### src/rtl/cpipe2_issue.sv
// Purpose: stage-2 control-word generator; expands loads to two words, pads returns with NIL bubbles.
// Latency: one cycle from accepted opcode to the registered cpipe2s word.
// Backpressure: op_ready drops during LDWB/NIL expansion, under stall2 or flush, and while in reset.
module cpipe2_issue #(
    parameter int           RET_NIL_CYCLES = 2,
    parameter logic [5:0]   LOAD_WB_CODE   = 6'b110001
) (
    input  logic        clk,
    input  logic        rst_n,
    input  logic        op_valid,
    output logic        op_ready,
    input  logic [5:0]  op_word,
    input  logic        stall2,
    input  logic        flush,
    output logic [7:0]  cpipe2s,
    output logic        busy
);

    typedef enum logic [1:0] {
        S_RUN  = 2'd0,
        S_LDWB = 2'd1,
        S_NIL  = 2'd2
    } state_t;

    localparam logic [3:0] NIL_LOAD = 4'(RET_NIL_CYCLES);

    state_t      r_state;
    logic [3:0]  r_nil_cnt;
    logic [7:0]  r_cpipe2s;
    logic        r_busy;

    state_t      w_state_nxt;
    logic [3:0]  w_nil_cnt_nxt;
    logic [7:0]  w_cpipe2s_nxt;
    logic        w_busy_nxt;
    logic        w_xfer;
    logic        w_is_load;
    logic        w_is_ret;

    // Accept only in RUN, never when frozen or being flushed, and never while reset is held.
    assign op_ready  = rst_n & (r_state == S_RUN) & ~stall2 & ~flush;
    assign w_xfer    = op_valid & op_ready;
    assign w_is_load = (op_word == 6'b110000);
    assign w_is_ret  = (op_word[5:4] == 2'b00) & op_word[3] & op_word[1];

    assign cpipe2s = r_cpipe2s;
    assign busy    = r_busy;

    // Next-state and next-word decode: flush beats stall2, stall2 beats the state action.
    always_comb begin
        w_state_nxt   = r_state;
        w_nil_cnt_nxt = r_nil_cnt;
        w_cpipe2s_nxt = r_cpipe2s;
        w_busy_nxt    = r_busy;
        if (flush) begin
            w_state_nxt   = S_RUN;
            w_nil_cnt_nxt = 4'd0;
            w_cpipe2s_nxt = 8'h00;
            w_busy_nxt    = 1'b0;
        end else if (!stall2) begin
            case (r_state)
                S_RUN: begin
                    if (w_xfer) begin
                        w_cpipe2s_nxt = {2'b10, op_word};
                        if (w_is_load) begin
                            w_state_nxt = S_LDWB;
                        end else if (w_is_ret && (RET_NIL_CYCLES > 0)) begin
                            w_state_nxt   = S_NIL;
                            w_nil_cnt_nxt = NIL_LOAD;
                        end
                    end else begin
                        w_cpipe2s_nxt = 8'h00;
                    end
                end
                S_LDWB: begin
                    w_cpipe2s_nxt = {2'b10, LOAD_WB_CODE};
                    w_state_nxt   = S_RUN;
                end
                S_NIL: begin
                    w_cpipe2s_nxt = 8'h00;
                    // Counter is >=1 whenever NIL is entered; the guard keeps it from wrapping regardless.
                    if (r_nil_cnt != 4'd0) begin
                        w_nil_cnt_nxt = r_nil_cnt - 4'd1;
                    end
                    if (r_nil_cnt <= 4'd1) begin
                        w_state_nxt = S_RUN;
                    end
                end
                default: begin
                    w_state_nxt   = S_RUN;
                    w_nil_cnt_nxt = 4'd0;
                    w_cpipe2s_nxt = 8'h00;
                end
            endcase
            w_busy_nxt = (w_state_nxt != S_RUN);
        end
    end

    // State, counter and output word registers; reset abandons any expansion in progress.
    always_ff @(posedge clk or negedge rst_n) begin
        if (!rst_n) begin
            r_state   <= S_RUN;
            r_nil_cnt <= 4'd0;
            r_cpipe2s <= 8'h00;
            r_busy    <= 1'b0;
        end else begin
            r_state   <= w_state_nxt;
            r_nil_cnt <= w_nil_cnt_nxt;
            r_cpipe2s <= w_cpipe2s_nxt;
            r_busy    <= w_busy_nxt;
        end
    end

endmodule

### config.mk
export PLATFORM = sky130hd
export DESIGN_NAME = cpipe2_issue
export DESIGN_NICKNAME = d
export VERILOG_FILES = /design/src/rtl/cpipe2_issue.sv
export SDC_FILE = /design/constraint.sdc
export NUM_CORES = 1
export LEC_CHECK = 0
export CORE_ASPECT_RATIO = 1.1
export CORE_MARGIN = 1
export CORE_UTILIZATION = 45
export CTS_CLUSTER_DIAMETER = 80
export DETAILED_ROUTE_END_ITERATION = 8
export DONT_BUFFER_PORTS = 1
export GPL_ROUTABILITY_DRIVEN = 0
export GPL_TIMING_DRIVEN = 1
export SLEW_MARGIN = 20
export SYNTH_ARGS = -nofsm -noshare
export SYNTH_HDL_FRONTEND = slang
export SYNTH_SLANG_ARGS = --single-unit
### constraint.sdc
create_clock -name clk -period 4.9 [get_ports clk]
set_input_delay 1.225 -clock clk [delete_from_list [all_inputs] [get_ports clk]]
set_output_delay 1.225 -clock clk [all_outputs]
set_load 0.005 [all_outputs]
==> key figures <==
Timing
  • Final period util: 0.551
  • Final setup vio count: 0
  • Max Slew Vio Count: 0
  • Final Hold Vio Count: 0
  • Post-layout minimum cycle time: 2.70 ns
  • Fmax: 370 MHz
  • Clock Skew: 0.00159 ns
  • Setup tns final: 0 ns
  • Final hold slack: 0.509 ns
  • RSZ-0062 raised after global routing: no

Floorplan
  • I/O pins: 21
  • Die Span Y: 45.4 µm
  • Core Region: 0.00158 mm²
  • Row Count: 15
  • Die width: 41.4 µm
  • Die ar.: 0.00188 mm²
  • Initial Util: 0.488

Outcome
  • Status: complete, no violations

Final layout
  • Layout cells sized above 1: 0.132
  • Commonest non-fill, non-tap cell in the layout: dfrtp_1
  • Most frequent cells in the layout: dfrtp_1, nor2_1, nand2_1
  • Nets: 91
  • Antenna Cells: 0
  • Area Growth Syn to Fin: 2.76%
  • Layout fillers: 157

Clock network
  • Clock Pin Slew Worst Setup and Hold Paths: 0.08 ns
  • Post-CTS Setup Inserts: 0
  • CTS root buf: clkbuf_4
  • Post-cts gate resize count: 0
  • Clock buffer depth: 2
  • TritonCTS sink count: 14
  • Worst-Skew Late Latency: 0.27 ns
  • Total CTS buffers: 3
  • CTS tree: built
  • H-tree depth: 1
  • Hold buffer count at CTS: 0

Place
  • Post-DP HPWL: 1.09 mm
  • # port buffers: 0

Logic synthesis
  • Syn. warnings: 0
  • Synthesized flop and latch total: 14
  • Post-synth top area cell: dfrtp_1
  • Post-Syn Area per Cell: 10.1 µm²
  • Netlist cell types: 36
  • Most frequently used flop master after synthesis: dfrtp_1
  • Synth Cell Area: 769 µm²
  • Share of async-settable or async-resettable flops after synthesis: 1.00
  • Seq/Total Area, Yosys: 0.455
  • Top cells by area, synth: dfrtp_1, nor2_1, a22o_1
  • Mapped Cells: 76
  • Share of the synthesized area in the top cell type: 0.455
  • Number of flops mapped to enable cells by yosys: 0
  • Syn_nets: 89

Route
  • Drt total wl: 1.45 mm
  • Avg WL per Cell: 15.6 µm
  • DR pass1 iterations: 4
  • Via density per instance: 6.13
  • DRC Markers: 0
  • Vias: 570
  • Initial DRC Count: 10
  • Final ANT Viol Nets: 0

Setup path
  • Worst Setup Path Type: in -> out
  • CP Capture Type: primary output
  • Worst path bufs/invs: 0
  • Max incr delay on CP: 0.18 ns
  • CP Launch Type: input port
  • Data arrival, critical path: 1.48 ns
  • Crit-path slowest cell: and3_1
  • CP max FO: 5
  • CP cell instances: nor2_1 -> and3_1
  • Largest delay share family, worst path: simple AND/OR/NAND/NOR gates
  • Worst path required time: 3.67 ns

Global route
  • Total grt overflow: 0
  • Vias in the first global route: 569
  • Largest net degree at the start of global routing: 17
  • Global-route wire length before repair: 2.49 mm
  • Initial antenna violation count: 0
  • GR Util All Layers: 0.183

Power
  • P per Cell Area: 253 mW/mm²
  • Worst vdd ir: 0.000190 V
  • Pleak: 0.391 nW

Hold path
  • Hold Path Class: reg -> reg

Run
  • Max Cap Violations: 0
report_power, final:
group | internal (W) | switching, W | leakage, nW | total (W)
clock | 0.0000285 | 0.0000344 | 0.0138 | 0.0000628
combinational | 0.00000883 | 0.00000954 | 0.185 | 0.0000184
sequential | 0.000118 | 0.00000132 | 0.193 | 0.000119
cell usage after synthesis (all sizes together) (2+ instances only):
master and instances:
dfrtp 14, nor2 8, nand2 5, inv 4
o21ai 4, a22o 3, and2 3, and3 3
nand3 3, a211o 2, a21o 2, a21oi 2
buf 2, ha 2, nor4bb 2, o2bb2ai 2
stage by stage:
step	util	power, W	setup slack, ns	instances	instance area, µm²
after floorplan	-	0.000138	2.22	76	769
after global placement	0.487	0.000140	2.19	90	768
after detailed placement	0.487	0.000140	2.19	90	768
after CTS	0.502	0.000204	2.19	93	791
after global routing	0.502	0.000212	2.16	93	791
final	0.502	0.000200	2.20	93	791
cell families (layout without fill, tap and decap cells):
kind of cell    after synthesis  after routing  synth area share
fa+ha+maj                     2              2            0.0325
other cells                   1              1           0.00487
buf+inv                       7              7            0.0488
flops                        14             14             0.455
mux                           2              2            0.0325
compound gates               19             19             0.194
simple gates                 31             31             0.233
cell type report:
| class | instances | area (µm²) | share of cell area |
|---|---|---|---|
| Tap cell | 17 | 21.3 | 0.0269 |
| Inverter | 4 | 15.0 | 0.0190 |
| Sequential cell | 14 | 350 | 0.443 |
| Multi-Input combinational cell | 55 | 382 | 0.483 |
| Clock buffer | 3 | 22.5 | 0.0285 |
routing by layer:
layer / track usage / up-vias / share of wire
li1: - / 275 / -
met5: 0 / - / 0
met1: 0.205 / 273 / 0.44
met3: 0.0595 / 4 / 0.057
met4: 0.116 / 0 / 0.029
met2: 0.306 / 18 / 0.47
flip-flops by register name, summed over array words and instances, names as in the netlist:
| signal | flops |
|---|---|
| r_state | 2 |
| cpipe2s | 7 |
| busy | 1 |
| r_nil_cnt | 4 |
worst paths after layout:
path,start,depth (start not counted),slack [ns],endpoint
min reg2reg,cpipe2s[7]$_DFFE_PN0N_,2,0.51,cpipe2s[7]$_DFFE_PN0N_
max in group asynchronous,rst_n,0,4.19,r_state[1]$_DFFE_PN0N_
min,cpipe2s[7]$_DFFE_PN0N_,2,0.51,cpipe2s[7]$_DFFE_PN0N_
min in group asynchronous,rst_n,0,0.64,r_nil_cnt[0]$_DFFE_PN0P_
max,stall2,2,2.20,op_ready
max reg2reg,r_nil_cnt[0]$_DFFE_PN0P_,6,2.98,r_nil_cnt[0]$_DFFE_PN0P_
No activity file was read; power rests on OpenSTA's default activity.
